<file path="src/rtl/pgm_ddr_pkg.sv">
`default_nettype none
// ============================================================================
// Module      : pgm_ddr_pkg
// Description : Shared types and constants for the programmable DDRAM bridge:
//               FSM state encoding, default address width, fixed burst count,
//               read-timeout fill pattern and a byte-enable merge helper.
// Revision    : 1.0 - initial release
// ============================================================================
package pgm_ddr_pkg;

  localparam int          AW_DEF          = 29;
  localparam logic [7:0]  BURST_ONE       = 8'd1;
  localparam logic [63:0] RD_TIMEOUT_DATA = 64'hFFFF_FFFF_FFFF_FFFF;

  typedef enum logic [2:0] {
    ST_IDLE    = 3'd0,
    ST_RD_CMD  = 3'd1,
    ST_RD_WAIT = 3'd2,
    ST_RD_DONE = 3'd3,
    ST_WR_CMD  = 3'd4
  } ddr_state_t;

  // Overlay the enabled bytes of new_data onto old_data.
  function automatic logic [63:0] merge_be(input logic [63:0] old_data,
                                           input logic [63:0] new_data,
                                           input logic [7:0]  be);
    logic [63:0] res;
    res = old_data;
    for (int i = 0; i < 8; i++) begin
      if (be[i]) res[8*i +: 8] = new_data[8*i +: 8];
    end
    return res;
  endfunction

endpackage
`default_nettype wire

</file>
<file path="src/rtl/pgm_ddram_bridge_if.sv">
`default_nettype none
// ============================================================================
// Module      : pgm_ddram_bridge_if / pgm_ddr_avl_if
// Description : Bus bundles for the bridge. pgm_ddram_bridge_if is the core's
//               simple command bus (arbiter/loader = master, bridge = slave);
//               pgm_ddr_avl_if is the Avalon-MM DDRAM port (bridge = master).
// Revision    : 1.0 - initial release
// ============================================================================
interface pgm_ddram_bridge_if
  import pgm_ddr_pkg::*;
#(
  parameter int AW = AW_DEF
);
  logic          req_rd;
  logic          req_we;
  logic [AW-1:0] req_addr;
  logic [63:0]   req_din;
  logic [7:0]    req_be;
  logic          req_busy;
  logic [63:0]   rsp_dout;
  logic          rsp_valid;

  modport master (output req_rd, req_we, req_addr, req_din, req_be,
                  input  req_busy, rsp_dout, rsp_valid);
  modport slave  (input  req_rd, req_we, req_addr, req_din, req_be,
                  output req_busy, rsp_dout, rsp_valid);
endinterface

interface pgm_ddr_avl_if
  import pgm_ddr_pkg::*;
#(
  parameter int AW = AW_DEF
);
  logic          ddr_rd;
  logic          ddr_we;
  logic [AW-1:0] ddr_addr;
  logic [7:0]    ddr_burstcnt;
  logic [63:0]   ddr_din;
  logic [7:0]    ddr_be;
  logic          ddr_busy;
  logic [63:0]   ddr_dout;
  logic          ddr_dout_ready;

  modport master (output ddr_rd, ddr_we, ddr_addr, ddr_burstcnt, ddr_din, ddr_be,
                  input  ddr_busy, ddr_dout, ddr_dout_ready);
  modport slave  (input  ddr_rd, ddr_we, ddr_addr, ddr_burstcnt, ddr_din, ddr_be,
                  output ddr_busy, ddr_dout, ddr_dout_ready);
endinterface
`default_nettype wire

</file>
<file path="src/rtl/pgm_ddr_rdcache.sv">
`default_nettype none
// ============================================================================
// Module      : pgm_ddr_rdcache
// Description : Single-line read cache (tag, valid, 64-bit data). Filled on a
//               DDR read return, byte-merged on a write to the tagged address,
//               invalidated by reset or by a read timeout.
// Revision    : 1.0 - initial release
// ============================================================================
module pgm_ddr_rdcache
  import pgm_ddr_pkg::*;
#(
  parameter int AW = AW_DEF
) (
  input  logic          clk,
  input  logic          rst,
  input  logic [AW-1:0] i_lookup_addr,
  output logic          o_hit,
  output logic [63:0]   o_data,
  input  logic          i_fill,
  input  logic [AW-1:0] i_fill_addr,
  input  logic [63:0]   i_fill_data,
  input  logic          i_wr,
  input  logic [AW-1:0] i_wr_addr,
  input  logic [63:0]   i_wr_data,
  input  logic [7:0]    i_wr_be,
  input  logic          i_inv
);

  logic          r_valid;
  logic [AW-1:0] r_tag;
  logic [63:0]   r_data;

  // Line update: invalidate beats fill, fill beats write-merge.
  always_ff @(posedge clk) begin
    if (rst) begin
      r_valid <= 1'b0;
      r_tag   <= '0;
      r_data  <= '0;
    end else if (i_inv) begin
      r_valid <= 1'b0;
    end else if (i_fill) begin
      r_valid <= 1'b1;
      r_tag   <= i_fill_addr;
      r_data  <= i_fill_data;
    end else if (i_wr && r_valid && (i_wr_addr == r_tag)) begin
      r_data  <= merge_be(r_data, i_wr_data, i_wr_be);
    end
  end

  assign o_hit  = r_valid && (i_lookup_addr == r_tag);
  assign o_data = r_data;

endmodule
`default_nettype wire

</file>
<file path="src/rtl/pgm_ddram_bridge.sv">
`default_nettype none
// ============================================================================
// Module      : pgm_ddram_bridge
// Description : Turns each command on the core's DDRAM command bus into one
//               single-beat Avalon-MM access. Reads return through a one-cycle
//               rsp_valid pulse; writes are posted. A watchdog aborts reads
//               that never see readdatavalid and returns all-ones.
//               Optional one-line read cache: define PGM_DDR_RDCACHE_EN.
// Revision    : 1.0 - initial release
// ============================================================================
module pgm_ddram_bridge
  import pgm_ddr_pkg::*;
#(
  parameter int AW    = AW_DEF,
  parameter int TMO_W = 10
) (
  input  logic              fixed_50m_clk,
  input  logic              reset,
  pgm_ddram_bridge_if.slave req,
  pgm_ddr_avl_if.master     ddr
);

  ddr_state_t       r_state,    w_state_nxt;
  logic             r_ddr_rd,   w_ddr_rd_nxt;
  logic             r_ddr_we,   w_ddr_we_nxt;
  logic [AW-1:0]    r_ddr_addr, w_ddr_addr_nxt;
  logic [63:0]      r_ddr_din,  w_ddr_din_nxt;
  logic [7:0]       r_ddr_be,   w_ddr_be_nxt;
  logic [63:0]      r_rsp_dout, w_rsp_dout_nxt;
  logic             r_rsp_valid, w_rsp_valid_nxt;
  logic [TMO_W-1:0] r_wdog,     w_wdog_nxt;
  logic [TMO_W-1:0] w_wdog_inc;
  logic             w_timeout;
  logic             w_hit;
  logic [63:0]      w_cache_data;

  assign w_wdog_inc = r_wdog + 1'b1;
  // Abort once the count would reach all-ones, i.e. after 2**TMO_W-1 silent cycles.
  assign w_timeout  = (r_state == ST_RD_WAIT) && !ddr.ddr_dout_ready &&
                      (w_wdog_inc == {TMO_W{1'b1}});

`ifdef PGM_DDR_RDCACHE_EN
  logic w_fill;
  logic w_wr;

  assign w_fill = (r_state == ST_RD_WAIT) && ddr.ddr_dout_ready;
  assign w_wr   = (r_state == ST_IDLE) && req.req_we;

  pgm_ddr_rdcache #(.AW(AW)) u_rdcache (
    .clk           (fixed_50m_clk),
    .rst           (reset),
    .i_lookup_addr (req.req_addr),
    .o_hit         (w_hit),
    .o_data        (w_cache_data),
    .i_fill        (w_fill),
    .i_fill_addr   (r_ddr_addr),
    .i_fill_data   (ddr.ddr_dout),
    .i_wr          (w_wr),
    .i_wr_addr     (req.req_addr),
    .i_wr_data     (req.req_din),
    .i_wr_be       (req.req_be),
    .i_inv         (w_timeout)
  );
`else
  assign w_hit        = 1'b0;
  assign w_cache_data = '0;
`endif

  // Next-state and next-output decode; every register holds unless a state acts.
  always_comb begin
    w_state_nxt     = r_state;
    w_ddr_rd_nxt    = r_ddr_rd;
    w_ddr_we_nxt    = r_ddr_we;
    w_ddr_addr_nxt  = r_ddr_addr;
    w_ddr_din_nxt   = r_ddr_din;
    w_ddr_be_nxt    = r_ddr_be;
    w_rsp_dout_nxt  = r_rsp_dout;
    w_rsp_valid_nxt = 1'b0;
    w_wdog_nxt      = r_wdog;
    case (r_state)
      ST_IDLE: begin
        w_wdog_nxt = '0;
        if (req.req_we || req.req_rd) begin
          w_ddr_addr_nxt = req.req_addr;
          w_ddr_din_nxt  = req.req_din;
          w_ddr_be_nxt   = req.req_be;
        end
        if (req.req_we) begin
          w_ddr_we_nxt = 1'b1;
          w_state_nxt  = ST_WR_CMD;
        end else if (req.req_rd) begin
          if (w_hit) begin
            w_rsp_dout_nxt  = w_cache_data;
            w_rsp_valid_nxt = 1'b1;
            w_state_nxt     = ST_RD_DONE;
          end else begin
            w_ddr_rd_nxt = 1'b1;
            w_state_nxt  = ST_RD_CMD;
          end
        end
      end
      ST_RD_CMD: begin
        if (!ddr.ddr_busy) begin
          w_ddr_rd_nxt = 1'b0;
          w_state_nxt  = ST_RD_WAIT;
        end
      end
      ST_RD_WAIT: begin
        w_wdog_nxt = w_wdog_inc;
        if (ddr.ddr_dout_ready) begin
          w_rsp_dout_nxt  = ddr.ddr_dout;
          w_rsp_valid_nxt = 1'b1;
          w_state_nxt     = ST_RD_DONE;
        end else if (w_timeout) begin
          w_rsp_dout_nxt  = RD_TIMEOUT_DATA;
          w_rsp_valid_nxt = 1'b1;
          w_state_nxt     = ST_RD_DONE;
        end
      end
      ST_RD_DONE: begin
        // req_rd is still high from the completed command; do not re-issue it.
        w_state_nxt = ST_IDLE;
      end
      ST_WR_CMD: begin
        if (!ddr.ddr_busy) begin
          w_ddr_we_nxt = 1'b0;
          w_state_nxt  = ST_IDLE;
        end
      end
      default: begin
        w_ddr_rd_nxt = 1'b0;
        w_ddr_we_nxt = 1'b0;
        w_state_nxt  = ST_IDLE;
      end
    endcase
  end

  // State and registered outputs.
  always_ff @(posedge fixed_50m_clk) begin
    if (reset) begin
      r_state     <= ST_IDLE;
      r_ddr_rd    <= 1'b0;
      r_ddr_we    <= 1'b0;
      r_ddr_addr  <= '0;
      r_ddr_din   <= '0;
      r_ddr_be    <= '0;
      r_rsp_dout  <= '0;
      r_rsp_valid <= 1'b0;
      r_wdog      <= '0;
    end else begin
      r_state     <= w_state_nxt;
      r_ddr_rd    <= w_ddr_rd_nxt;
      r_ddr_we    <= w_ddr_we_nxt;
      r_ddr_addr  <= w_ddr_addr_nxt;
      r_ddr_din   <= w_ddr_din_nxt;
      r_ddr_be    <= w_ddr_be_nxt;
      r_rsp_dout  <= w_rsp_dout_nxt;
      r_rsp_valid <= w_rsp_valid_nxt;
      r_wdog      <= w_wdog_nxt;
    end
  end

  // req_busy depends only on the state register, never on ddr_busy.
  assign req.req_busy  = (r_state != ST_IDLE);
  assign req.rsp_dout  = r_rsp_dout;
  assign req.rsp_valid = r_rsp_valid;

  assign ddr.ddr_rd       = r_ddr_rd;
  assign ddr.ddr_we       = r_ddr_we;
  assign ddr.ddr_addr     = r_ddr_addr;
  assign ddr.ddr_burstcnt = BURST_ONE;
  assign ddr.ddr_din      = r_ddr_din;
  assign ddr.ddr_be       = r_ddr_be;

endmodule
`default_nettype wire

</file>
<file path="src/flat_wrapper.sv">
// flat-port wrapper written by rule: the top's interface ports become plain ports
module pgm_ddram_bridge_flat import pgm_ddr_pkg::*;
#(
  parameter int AW    = AW_DEF,
  parameter int TMO_W = 10
)
  (fixed_50m_clk, reset, req_req_rd, req_req_we, req_req_addr, req_req_din, req_req_be, req_req_busy, req_rsp_dout, req_rsp_valid, ddr_ddr_rd, ddr_ddr_we, ddr_ddr_addr, ddr_ddr_burstcnt, ddr_ddr_din, ddr_ddr_be, ddr_ddr_busy, ddr_ddr_dout, ddr_ddr_dout_ready);
  pgm_ddram_bridge_if #(.AW(AW)) req_i ();
  pgm_ddr_avl_if #(.AW(AW)) ddr_i ();
  input  logic fixed_50m_clk;
  input  logic reset;
  input wire logic [$bits(req_i.req_rd)-1:0] req_req_rd;
  input wire logic [$bits(req_i.req_we)-1:0] req_req_we;
  input wire logic [$bits(req_i.req_addr)-1:0] req_req_addr;
  input wire logic [$bits(req_i.req_din)-1:0] req_req_din;
  input wire logic [$bits(req_i.req_be)-1:0] req_req_be;
  output wire logic [$bits(req_i.req_busy)-1:0] req_req_busy;
  output wire logic [$bits(req_i.rsp_dout)-1:0] req_rsp_dout;
  output wire logic [$bits(req_i.rsp_valid)-1:0] req_rsp_valid;
  output wire logic [$bits(ddr_i.ddr_rd)-1:0] ddr_ddr_rd;
  output wire logic [$bits(ddr_i.ddr_we)-1:0] ddr_ddr_we;
  output wire logic [$bits(ddr_i.ddr_addr)-1:0] ddr_ddr_addr;
  output wire logic [$bits(ddr_i.ddr_burstcnt)-1:0] ddr_ddr_burstcnt;
  output wire logic [$bits(ddr_i.ddr_din)-1:0] ddr_ddr_din;
  output wire logic [$bits(ddr_i.ddr_be)-1:0] ddr_ddr_be;
  input wire logic [$bits(ddr_i.ddr_busy)-1:0] ddr_ddr_busy;
  input wire logic [$bits(ddr_i.ddr_dout)-1:0] ddr_ddr_dout;
  input wire logic [$bits(ddr_i.ddr_dout_ready)-1:0] ddr_ddr_dout_ready;
  assign req_i.req_rd = req_req_rd;
  assign req_i.req_we = req_req_we;
  assign req_i.req_addr = req_req_addr;
  assign req_i.req_din = req_req_din;
  assign req_i.req_be = req_req_be;
  assign req_req_busy = req_i.req_busy;
  assign req_rsp_dout = req_i.rsp_dout;
  assign req_rsp_valid = req_i.rsp_valid;
  assign ddr_ddr_rd = ddr_i.ddr_rd;
  assign ddr_ddr_we = ddr_i.ddr_we;
  assign ddr_ddr_addr = ddr_i.ddr_addr;
  assign ddr_ddr_burstcnt = ddr_i.ddr_burstcnt;
  assign ddr_ddr_din = ddr_i.ddr_din;
  assign ddr_ddr_be = ddr_i.ddr_be;
  assign ddr_i.ddr_busy = ddr_ddr_busy;
  assign ddr_i.ddr_dout = ddr_ddr_dout;
  assign ddr_i.ddr_dout_ready = ddr_ddr_dout_ready;
  pgm_ddram_bridge #(.AW(AW), .TMO_W(TMO_W)) u_core (.fixed_50m_clk(fixed_50m_clk), .reset(reset), .req(req_i), .ddr(ddr_i));
endmodule
</file>
<file path="config.mk">
export PLATFORM = sky130hd
export DESIGN_NAME = pgm_ddram_bridge_flat
export DESIGN_NICKNAME = d
export VERILOG_FILES = /design/src/rtl/pgm_ddr_pkg.sv /design/src/rtl/pgm_ddram_bridge_if.sv /design/src/rtl/pgm_ddr_rdcache.sv /design/src/rtl/pgm_ddram_bridge.sv /design/src/flat_wrapper.sv
export SDC_FILE = /design/constraint.sdc
export NUM_CORES = 1
export LEC_CHECK = 0
export CELL_PAD_IN_SITES_DETAIL_PLACEMENT = 1
export CELL_PAD_IN_SITES_GLOBAL_PLACEMENT = 2
export CORE_UTILIZATION = 23
export CTS_CLUSTER_DIAMETER = 40
export DETAILED_ROUTE_END_ITERATION = 10
export PLACE_DENSITY = 0.85
export SYNTH_ARGS = -nofsm -noshare
export SYNTH_HDL_FRONTEND = slang
export SYNTH_HIERARCHICAL = 1
export SYNTH_SLANG_ARGS = --single-unit
</file>
<file path="constraint.sdc">
create_clock -name fixed_50m_clk -period 2.44 [get_ports fixed_50m_clk]
set_input_delay 0.488 -clock fixed_50m_clk [delete_from_list [all_inputs] [get_ports fixed_50m_clk]]
set_output_delay 0.488 -clock fixed_50m_clk [all_outputs]
set_load 0.02 [all_outputs]
</file>
==> flow_metrics.py <==
metrics = {
    "run_status": {
        "status": "finished, final reports clean",
    },
    "synthesis": {
        "synth-seq-cells": 181,
        "ys_top_cells_by_area": "dfxtp_1 48%, nand2_1 11%, o22ai_2 9.9%",
        "synth_area_leader_cell": "dfxtp_1",
        "synth_common_cells": "213 x nand2_1, 181 x dfxtp_1, 111 x a21oi_1, 77 x nor2_1, 65 x mux2i_1",
        "syn_area_um2": 7600,
        "synth-async-reset-ratio": 0,
        "synth_top_area_share": 0.477,
        "synth_edf_count": 0,
        "yosys_warnings": 6,
        "synth_area_per_cell_um2": 8.76,
        "synth.most_common_cell": "nand2_1",
        "yosysUniqueCellTypes": 44,
        "synthCells": 867,
        "ys_seq_area_frac": 0.477,
        "ys.flop_type": "dfxtp_1",
    },
    "timing": {
        "slew-limit-headroom": 0.649,
        "final_hold_viol_count": 0,
        "drv_slew": 0,
        "whs_ps": 403,
        "setup_violations": 0,
        "worst_pin_slew_ps": 527,
        "max_freq_mhz": 441,
        "fin_skew_ps": 13.8,
        "rsz0062_at_grt": "false",
        "period_share": 0.929,
        "fin_setup_tns_ps": 0,
        "post-route-min-period_ps": 2270,
    },
    "clocking": {
        "cts.sinks": 181,
        "clockBufferDepth": 2,
        "cts_buffers": 17,
        "clkTransAtPathRegs_ps": 80,
        "root_buffer": "clkbuf_16",
        "clock_latency_ps": 440,
        "cts_tree": "yes",
        "htree_levels": 4,
    },
    "worst_setup_path": {
        "rr_startpoint": "u_core/r_wdog[0]$_SDFFE_PP0P_",
        "path_max_fanout": 11,
        "cp-startpoint": "u_core/r_state[2]$_SDFFE_PP0P_",
        "reg2reg_depth": 7,
        "worst-r2r-setup-slack_ps": 310,
        "r2r-end": "u_core/req.rsp_dout[63]$_SDFFE_PP0P_",
        "worstPathRequired_ps": 1950,
        "crit_end": "req_req_busy",
        "timing.critical_path.to_type": "primary output",
        "worstSetupStartpointType": "flip-flop",
        "cp_data_arrival_time_ps": 1780,
        "crit_type": "flip-flop to primary output",
    },
    "detailed_routing": {
        "routed_wl_um": 25500,
        "drt_drc_violations_left": 0,
        "detailroute.via_count": 7193,
        "drtPass1Iterations": 4,
        "antenna_left": 0,
        "drtIter0Drc": 227,
        "wl_per_cell_um": 15.6,
        "vias_per_cell": 4.41,
    },
    "worst_hold_path": {
        "hold_class": "input port to flip-flop",
    },
    "global_route": {
        "grt_pass1_vias": 7415,
        "grt_max_degree": 93,
        "antenna_found_initial": 0,
        "grt_pass1_wl_um": 39300,
        "grt-ovfl-total": 0,
        "grt.total_usage": 0.147,
    },
    "floorplanning": {
        "die_w_um": 184,
        "die-area_um2": 33800,
        "ios": 348,
        "die_h_um": 184,
        "row_count": 66,
        "initial_core_util": 0.234,
        "coreArea_um2": 32500,
    },
    "cells_and_area": {
        "fillers": 3781,
        "syn_to_final_growth_pct": 59.7,
        "antenna_cells": 0,
        "design_area_um2": 12100,
        "drive_above_1_share": 0.105,
        "nets": 1350,
        "final_util": 0.373,
    },
    "place": {
        "hpwlAfterDp_um": 18100,
        "port_buffers": 339,
        "gp_congestion": 0.724,
        "postPlaceCellArea_um2": 11500,
    },
    "pwr": {
        "leakage_nw": 4.98,
        "ir_worst_vdd_mv": 0.444,
        "powerDensity_nw_per_um2": 663,
    },
    "job": {
        "cap_violations": 0,
    },
}
-- timing repair --
action | CTS | global route
gates resized for setup | 1 | 0
setup endpoints to repair | 1 | 0
setup buffers | 0 | 0
hold buffers | 0 | 0
-- flip-flops by register name, summed over array words and instances (netlist names) --
register / flops
u_core/ddr.ddr_addr: 29
u_core/ddr.ddr_be: 8
u_core/r_state: 3
u_core/ddr.ddr_rd: 1
u_core/req.rsp_dout: 64
u_core/ddr.ddr_din: 64
u_core/ddr.ddr_we: 1
u_core/req.rsp_valid: 1
u_core/r_wdog: 10
-- cell type report --
class / instances / area [um^2] / area share
clock buffers: 18 / 439 / 0.0362
inverters: 7 / 26.3 / 0.00216
clock inverters: 13 / 175 / 0.0144
repair buffers: 365 / 3730 / 0.307
well taps: 442 / 553 / 0.0456
multi-input cells: 605 / 3590 / 0.296
flip-flops and latches: 181 / 3620 / 0.299
-- layer usage --
metal  share of wire  vias up  global-route usage
li1                -     3544                   -
met1            0.42     3374               0.163
met2            0.46      263               0.248
met3            0.11       12              0.0737
met4          0.0079        0              0.0367
met5               0        -                   0
-- logic make-up after synthesis --
group,count (synthesis),synth area share
AOI/OAI and AO/OA,201,0.200
adders and majority gates,2,0.00329
and+or+nand+nor,328,0.177
xor gates and xnor gates,1,0.00115
DFF,181,0.477
other,2,0.000988
buffers and inverters,87,0.0545
muxes,65,0.0856
-- worst min path at each step --
stage | end | slack [ps] | depth (start not counted) | startpoint
final | u_core/r_wdog[3]$_SDFFE_PP0P_ | 400 | 2 | reset
after global routing | u_core/r_wdog[3]$_SDFFE_PP0P_ | 410 | 2 | reset
after CTS | u_core/r_wdog[3]$_SDFFE_PP0P_ | 390 | 2 | reset
after detailed placement | u_core/ddr.ddr_addr[28]$_SDFFE_PP0P_ | 450 | 2 | u_core/ddr.ddr_addr[28]$_SDFFE_PP0P_
after global placement | u_core/ddr.ddr_addr[17]$_SDFFE_PP0P_ | 440 | 2 | u_core/ddr.ddr_addr[17]$_SDFFE_PP0P_
after floorplan | u_core/r_wdog[9]$_SDFFE_PP0P_ | 460 | 2 | u_core/r_wdog[9]$_SDFFE_PP0P_
-- layout by cell type, fill, tap and decap left out, types with 8 or more instances in the layout --
cell	synthesis	final
clkdlybuf4s50_1	0	337
nand2_1	213	213
dfxtp_1	181	181
a21oi_1	111	111
nor2_1	77	76
mux2i_1	65	65
o22ai_2	60	60
clkbuf_16	0	17
buf_4	8	15
buf_12	0	11
nand3_1	8	8
conb_1	2	8
-- report_power, final --
| part | switching (mW) | leakage [nW] | internal [mW] |
|---|---|---|---|
| registers | 0.110 | 1.48 | 3.16 |
| logic | 0.960 | 3.20 | 0.852 |
| clock network | 1.31 | 0.298 | 1.66 |
-- metrics by stage --
stage	setup slack [ps]	std cells	power, mW
floorplan	512	873	4.19
global route	106	1631	8.44
global placement	317	1600	5.16
detailed placement	281	1600	5.18
CTS	135	1631	8.20
finish	174	1631	8.05
-- worst max-delay path: stages (launching register included) --
cell and delay (ps):
dfxtp_1 320, buf_4 170, or3_1 480, dlygate4sd2_1 370
Note: power is estimated with default switching activity, not from simulation.
